## config.mk

```make
export PLATFORM = sky130hd
export DESIGN_NAME = stable_sample_filter
export DESIGN_NICKNAME = d
export VERILOG_FILES = /design/src/rtl/mmd_pkg.sv /design/src/rtl/stable_cnt.sv /design/src/rtl/stable_sample_filter.sv
export SDC_FILE = /design/constraint.sdc
export NUM_CORES = 1
export LEC_CHECK = 0
export ABC_CLOCK_PERIOD_IN_PS = 9720
export CORE_MARGIN = 10
export CORE_UTILIZATION = 45
export CTS_BUF_LIST = sky130_fd_sc_hd__clkbuf_4
export CTS_CLUSTER_SIZE = 16
export DETAILED_ROUTE_END_ITERATION = 8
export GPL_TIMING_DRIVEN = 0
export PLACE_DENSITY_LB_ADDON = 0.25
export SLEW_MARGIN = 0
export SYNTH_ARGS = -nofsm -noshare
export SYNTH_HDL_FRONTEND = slang
export SYNTH_SLANG_ARGS = --single-unit
```

## constraint.sdc

```tcl
create_clock -name clk -period 9.72 [get_ports clk]
set_input_delay 2.43 -clock clk [delete_from_list [all_inputs] [get_ports clk]]
set_output_delay 2.43 -clock clk [all_outputs]
set_load 0.02 [all_outputs]
```

## src/rtl/mmd_pkg.sv

```systemverilog
// Shared definitions for the motion-detect front end: FSM state encoding and a
// constant-foldable clog2 for sizing counters from parameters.
package mmd_pkg;

  typedef enum logic {
    S_SETTLE  = 1'b0,
    S_PRESENT = 1'b1
  } state_e;

  function automatic int clog2(input int value);
    int res;
    res = 0;
    for (int i = 0; i < 31; i++) begin
      if ((1 << i) < value) res = i + 1;
    end
    return res;
  endfunction

endpackage

```

## src/rtl/stable_cnt.sv

```systemverilog
// Stability detector: settle_o pulses once when d_i has matched its previous value
// for STABLE_CYCLES consecutive clocks; the counter saturates so an episode fires once.
module stable_cnt
  import mmd_pkg::*;
#(
  parameter int N             = 16,
  parameter int STABLE_CYCLES = 4
) (
  input  logic         clk,
  input  logic         rst_n,
  input  logic [N-1:0] d_i,
  output logic         settle_o
);

  localparam int            CW         = clog2(STABLE_CYCLES + 1);
  localparam logic [CW-1:0] CNT_MAX    = CW'(STABLE_CYCLES);
  localparam logic [CW-1:0] CNT_SETTLE = CW'(STABLE_CYCLES - 1);

  logic [N-1:0]  d_prev_q;
  logic [CW-1:0] cnt_q, cnt_d;
  logic          match;

  always_comb begin
    match = (d_i == d_prev_q);
    cnt_d = cnt_q;
    if (!match) begin
      cnt_d = '0;
    end else if (cnt_q < CNT_MAX) begin
      cnt_d = cnt_q + CW'(1);
    end
  end

  assign settle_o = match && (cnt_q == CNT_SETTLE);

  always_ff @(posedge clk or negedge rst_n) begin
    if (!rst_n) begin
      d_prev_q <= '0;
      cnt_q    <= '0;
    end else begin
      d_prev_q <= d_i;
      cnt_q    <= cnt_d;
    end
  end

endmodule

```

## src/rtl/stable_sample_filter.sv

```systemverilog
// Emits a settled input word with |delta| to the last accepted word and a motion flag;
// latency STABLE_CYCLES+1, outputs held under backpressure, dropped settles flag overrun.
module stable_sample_filter
  import mmd_pkg::*;
#(
  parameter int N             = 16,
  parameter int STABLE_CYCLES = 4
) (
  input  logic         clk,
  input  logic         rst_n,
  input  logic [N-1:0] d,
  input  logic [N-1:0] thresh,
  input  logic         out_ready,
  output logic         out_valid,
  output logic [N-1:0] out_data,
  output logic [N-1:0] delta,
  output logic         motion,
  output logic         overrun
);

  state_e       state_q, state_d;
  logic [N-1:0] out_data_q, out_data_d;
  logic [N-1:0] delta_q, delta_d;
  logic         motion_q, motion_d;
  logic         overrun_q, overrun_d;
  logic [N-1:0] last_word_q, last_word_d;
  logic         have_last_q, have_last_d;
  logic         settle;
  logic         new_word;
  logic [N-1:0] abs_diff;

  stable_cnt #(
    .N             (N),
    .STABLE_CYCLES (STABLE_CYCLES)
  ) u_stable_cnt (
    .clk      (clk),
    .rst_n    (rst_n),
    .d_i      (d),
    .settle_o (settle)
  );

  always_comb begin
    abs_diff    = (d >= last_word_q) ? (d - last_word_q) : (last_word_q - d);
    // A settle that returns to the last accepted word is a glitch that came back.
    new_word    = settle && (!have_last_q || (d != last_word_q));
    state_d     = state_q;
    out_data_d  = out_data_q;
    delta_d     = delta_q;
    motion_d    = motion_q;
    overrun_d   = 1'b0;
    last_word_d = last_word_q;
    have_last_d = have_last_q;
    case (state_q)
      S_SETTLE: begin
        if (new_word) begin
          out_data_d = d;
          delta_d    = have_last_q ? abs_diff : '0;
          motion_d   = have_last_q && (abs_diff > thresh);
          state_d    = S_PRESENT;
        end
      end
      S_PRESENT: begin
        overrun_d = settle;
        if (out_ready) begin
          last_word_d = out_data_q;
          have_last_d = 1'b1;
          state_d     = S_SETTLE;
        end
      end
      default: state_d = S_SETTLE;
    endcase
  end

  always_ff @(posedge clk or negedge rst_n) begin
    if (!rst_n) begin
      state_q     <= S_SETTLE;
      out_data_q  <= '0;
      delta_q     <= '0;
      motion_q    <= 1'b0;
      overrun_q   <= 1'b0;
      last_word_q <= '0;
      have_last_q <= 1'b0;
    end else begin
      state_q     <= state_d;
      out_data_q  <= out_data_d;
      delta_q     <= delta_d;
      motion_q    <= motion_d;
      overrun_q   <= overrun_d;
      last_word_q <= last_word_d;
      have_last_q <= have_last_d;
    end
  end

  assign out_valid = (state_q == S_PRESENT);
  assign out_data  = out_data_q;
  assign delta     = delta_q;
  assign motion    = motion_q;
  assign overrun   = overrun_q;

endmodule

```

Word-level counts from Yosys, hierarchy flattened
Index checks and enable logic that the tools add are counted.
Word-level totals
  bits in registers: 71
  bits of input ports: 35
  output and inout port bits: 35
  word-level logic and storage cells: 35
Cells by class
  add/sub/neg operators: 3
  $lt $le $gt $ge: 3
  eq/ne operators: 4
  muxes and demuxes: 8
  bitwise logic cells: 1
  reductions and logical operators: 7
Operators with widths (number)
  2-to-1 mux 16 bit: 2
  subtractor 16 bit: 2
  equality test 16 bit: 1
  greater-or-equal comparator 16 bit: 1
  > comparator 16 bit: 1
  != test 16 bit: 1
  2-to-1 mux 3 bit: 2
  AND reduction 2 bit: 2
  adder 3 x 1 -> 3 bit, second input constant: 1
  equality test 3 x 2 -> 1 bit, second input constant: 1
  logical AND 1 bit: 3
  less-than comparator 3 bit, second input constant: 1
  2-to-1 mux 1 bit: 3
  != test 2 bit, second input constant: 1
  case mux 1 bit (2 select lines): 1
  logical NOT 1 bit: 1
  logical OR 1 bit: 1
  inverter 1 bit: 1

Longest topological paths before layout
  depth after elaboration: 5
  depth in mapped cells: 20
  gate-level depth less buffers: 19

By module
Synthesis repeated with hierarchy kept, for this count alone.
Unflattened totals
  cells, all modules: 504
  area, all modules: 4797.1 µm²
Modules (own cells, without submodules)
  stable_sample_filter: instances 1, cells each 454, area an instance 4082.7 µm², seq. area each 1301.2 µm²
  stable_cnt: instances 1, cells each 50, area an instance 714.4 µm², seq. area each 475.5 µm²

Worst setup path before layout
OpenSTA, ideal clock, no wires.
  path type: in2reg
  from: input d[9]
  to: register motion_q, in the netlist motion
  library setup time: 0.118 ns
  arrival: 5.535 ns
  required time: 9.602 ns
  slack: 4.067 ns
  cell stages on the path: 19
  path buffers: 2
  cell sequence: inv_1 > ha_1 > buf_6 > a21oi_2 > o21bai_1 > a211o_1 > or2_1 > buf_6 > o311ai_1 > o211ai_1 > xnor2_1 > ha_1 > a21o_1 > a21o_1 > a21oi_1 > o21ai_0 > a21oi_1 > nor3_1 > a21o_1
On the way
  longest elaborated chain between the ends: 4
  elaborated cells on any way between the ends: 12
  classes of those cells: 2 x add/sub; 2 x order compare; 2 x eq/ne; 1 x mux; 5 x reduce/logical
Ends and longest elaborated chain
  start, declared: RTL line stable_sample_filter.sv:11  | input logic [N-1:0] d,
  subtractor 16 bit, or another cell as far along: RTL line stable_sample_filter.sv:43  | abs_diff = (d >= last_word_q) ? (d - last_word_q) : (last_word_q - d);
  2-to-1 mux 16 bit, or another cell as far along: RTL line stable_sample_filter.sv:43
  > comparator 16 bit / logical AND 1 bit (equally long branches): RTL line stable_sample_filter.sv:58, stable_sample_filter.sv:45
  logical AND 1 bit / AND reduction 2 bit (equally long branches)
  end signal, assigned: RTL line stable_sample_filter.sv:87  | motion_q <= motion_d;
  end, declared: RTL line stable_sample_filter.sv:24  | logic motion_q, motion_d;
Several ways; a longest one is shown, not always the timed one.
A chain may end at the register's enable or synchronous reset.

Worst setup path in the final report
  from: input d[6]
  to: register motion_q, in the netlist motion
Same word-level chain as after synthesis.

==> impl_metrics.csv <==
group,metric,value,unit
cts,clock_latency,0.42,ns
global_route,grt_pass1_wl,19380,um
route,wire_per_inst,16.71,um
cts,cts_sinks,71,
logic_synthesis,synth.yosys.seq_area_share,38.81,%
sta,finalHoldViolCount,0,
logic_synthesis,synth_edf_count,0,
final_layout,nFillCells,874,
route,drt_pass1_iterations,5,
global_route,grtUsageTotal,16.26,%
pwr,leakagePower,2.688,nW
flow_run,maxCapViolations,0,
worst_setup_path,critPathMaxFanout,10,
global_route,grt_max_degree,72,
sta,setup_viol,0,
pwr,peakVddDrop,0.04910,mV
cts,cts_hold_buf,0,
worst_setup_path,crit_path_end_kind,"register",
outcome,status,"complete, no violations",
worst_setup_path,required,10.03,ns
route,num_vias,3700,
final_layout,area_growth,22.27,%
logic_synthesis,synthArstFlopShare,100.0,%
route,drc,0,
floorplan,die_area,0.01461,mm2
cts,numCtsBuffers,9,
sta,relSlewSlack,32.09,%
placement,dp_hpwl,9108,um
route,initialDrtViolationCount,231,
logic_synthesis,ys_ff_latch,71,
floorplan,die_w,120.9,um
floorplan,ioPinCount,70,
logic_synthesis,synth_cell_type_count,49,
logic_synthesis,syn_inst,480,
worst_setup_path,cp-start-kind,"input pin",
sta,maxSlewViolCount,0,
sta,max_freq,0.1561,GHz
pwr,power,0.6389,mW
worst_setup_path,path_class,"in2reg",
cts,postCtsSetupBuffers,0,
logic_synthesis,synth_nets,566,
sta,rsz0062_at_grt,"no",
logic_synthesis,syn_area,0.004578,mm2
global_route,grt_overflow,0,
global_route,antenna_found_initial,0,
placement,portBuffers,69,
cts,cts_max_path_buffers,2,
logic_synthesis,yosys_warnings,0,
final_layout,fin_nets,646,
cts,root_buffer,"clkbuf_4",
sta,fin_crit_sh,65.89,%
sta,finalClockSkew,0.02049,ns
final_layout,diodes,0,
pwr,powerDensity,114.1,mW/mm2
final_layout,drive_above_1_share,9.912,%
cts,cts_tree,"built",
floorplan,row_count,36,
floorplan,core,0.009864,mm2
cts,htreeDepth,3,
floorplan,die_y,120.9,um
final_layout,multi_input_area,0.002481,mm2
sta,period_needed,6.405,ns
final_layout,seq_area,0.001777,mm2
logic_synthesis,syn_area_per_cell,9.538,um2
cts,cts-resized-gates,0,
min_path,hp-class,"reg2reg",
final_layout,utilization,56.75,%
route,ant_nets,0,
route,wirelength,11660,um
sta,worst_slew_pin_slew,1.013,ns
sta,tns,0,ns
route,via_per_inst,5.301,
worst_setup_path,critPathArrivalTime,6.71,ns
placement,gp_congestion,0.8842,
logic_synthesis,ys.flop_type,"dfrtp_1",
floorplan,initial_core_util,46.41,%
global_route,first_global_vias,3801,
cts,clk_pin_slew_worst_paths,0.12,ns
## worst max-delay path: stages
cell and delay [ns]:
clkdlybuf4s50_1 0.58, inv_1 0.10, ha_1 0.28, clkbuf_1 0.29
nand4_1 0.18, nor4_2 0.33, a211o_1 0.27, nor2_2 0.13
buf_2 0.21, nor4_1 0.31, a31oi_1 0.10, xor2_1 0.24
ha_1 0.29, a21o_1 0.17, a21o_1 0.17, a21oi_1 0.13
o21ai_0 0.10, a21oi_1 0.16, nor3_1 0.07, a21o_1 0.17
## kinds of logic after synthesis
kind of cell / synth area share (%)
xor+xnor: 5.931
fa+ha+maj: 14.27
simple gates: 11.07
mux: 6.477
buf+inv: 6.997
compound gates: 16.45
flops: 38.81
## per-layer routing
| layer | share of wire [%] | track usage [%] | routed length [um] | vias up |
|---|---|---|---|---|
| met5 | 0 | 0 | 0 | - |
| met4 | 1.7 | 4.902 | 193 | 0 |
| met3 | 7.1 | 4.374 | 824 | 11 |
| met2 | 45 | 24.97 | 5217 | 128 |
| met1 | 47 | 21.82 | 5429 | 1754 |
| li1 | - | - | - | 1807 |
## registers in the layout, summed over array words and instances (netlist names)
register / count
have_last_q: 1
motion: 1
last_word_q: 16
out_data: 16
out_valid: 1
u_stable_cnt.d_prev_q: 16
overrun: 1
delta: 16
u_stable_cnt.cnt_q: 3
## area by class of cell
cell class                 count  area share, %
multi-input combinational    332          44.32
sequential                    71          31.74
timing repair buffer          69          12.29
inverter                      56          3.755
tap                          133          2.973
buffer                        21          1.967
clock buffer                  11          1.475
clock inverter                 5          1.475
## cell usage in the layout (no fill, tap or decap), types with 3 or more instances in the layout
master and instances:
clkbuf_4 11, xor2_1 22, a31oi_1 3, and2_1 6, o21ai_0 34, nor4_1 5
nand4_1 15, mux2_2 17, clkdlybuf4s50_1 68, xnor2_1 9, o21bai_1 3, nand2b_1 5
nand2_1 42, o211ai_1 5, ha_1 49, mux2i_1 9, nand3_1 5, clkbuf_1 8
buf_2 10, a21o_1 12, inv_1 56, nor2_1 18, a22o_1 9, dfrtp_1 71
a21oi_1 33
## final timing paths
path / start / to / slack, ns / cells past startpoint
worst min-delay path: delta[2] / delta[2] / 0.48 / 2
max in group asynchronous: rst_n / u_stable_cnt.cnt_q[2] / 7.02 / 1
min in group asynchronous: rst_n / delta[0] / 2.13 / 1
worst min register to register: delta[2] / delta[2] / 0.48 / 2
worst max register to register: last_word_q[13] / motion / 5.58 / 17
worst max-delay path: d[6] / motion / 3.32 / 20
## cells in the mapped netlist, types with 2 or more instances
cell | number | area, um2
a21o_1 | 12 | 90.09
xnor2_1 | 9 | 78.83
o211ai_1 | 5 | 37.54
buf_2 | 10 | 50.05
nor4_1 | 5 | 31.28
and2_1 | 6 | 37.54
a31o_2 | 2 | 17.52
nand4_1 | 15 | 93.84
nand2_1 | 42 | 157.7
nor2b_1 | 2 | 12.51
or2_2 | 2 | 12.51
xor2_1 | 22 | 192.7
a22o_1 | 9 | 78.83
mux2_2 | 17 | 191.4
nor2_1 | 18 | 67.56
buf_6 | 2 | 22.52
a31o_1 | 2 | 17.52
inv_1 | 56 | 210.2
nand2b_1 | 5 | 31.28
nand3_1 | 5 | 25.02
o21bai_1 | 3 | 22.52
o21ai_0 | 34 | 170.2
mux2i_1 | 9 | 90.09
ha_1 | 49 | 613.1
a21oi_1 | 33 | 165.2
fa_1 | 2 | 40.04
o311ai_1 | 2 | 17.52
a31oi_1 | 3 | 18.77
clkbuf_1 | 8 | 30.03
dfrtp_1 | 71 | 1777
a211o_1 | 2 | 17.52
## per-stage QoR
step	std cells	instance area [um2]	hold WS (ns)	setup slack, ns
after global placement	682	5435	0.4550	2.939
after global routing	698	5598	0.5148	3.038
after detailed placement	682	5433	0.4630	2.920
final	698	5598	0.4847	3.315
after CTS	698	5598	0.4921	3.343
after floorplan	480	4578	0.4794	4.067
## report_power, final
group / total (mW) / internal (mW) / switching [mW]
clock network: 0.218 / 0.111 / 0.107
logic: 0.120 / 0.0524 / 0.0681
registers: 0.301 / 0.299 / 0.00179
(Power assumes the default switching activity.)
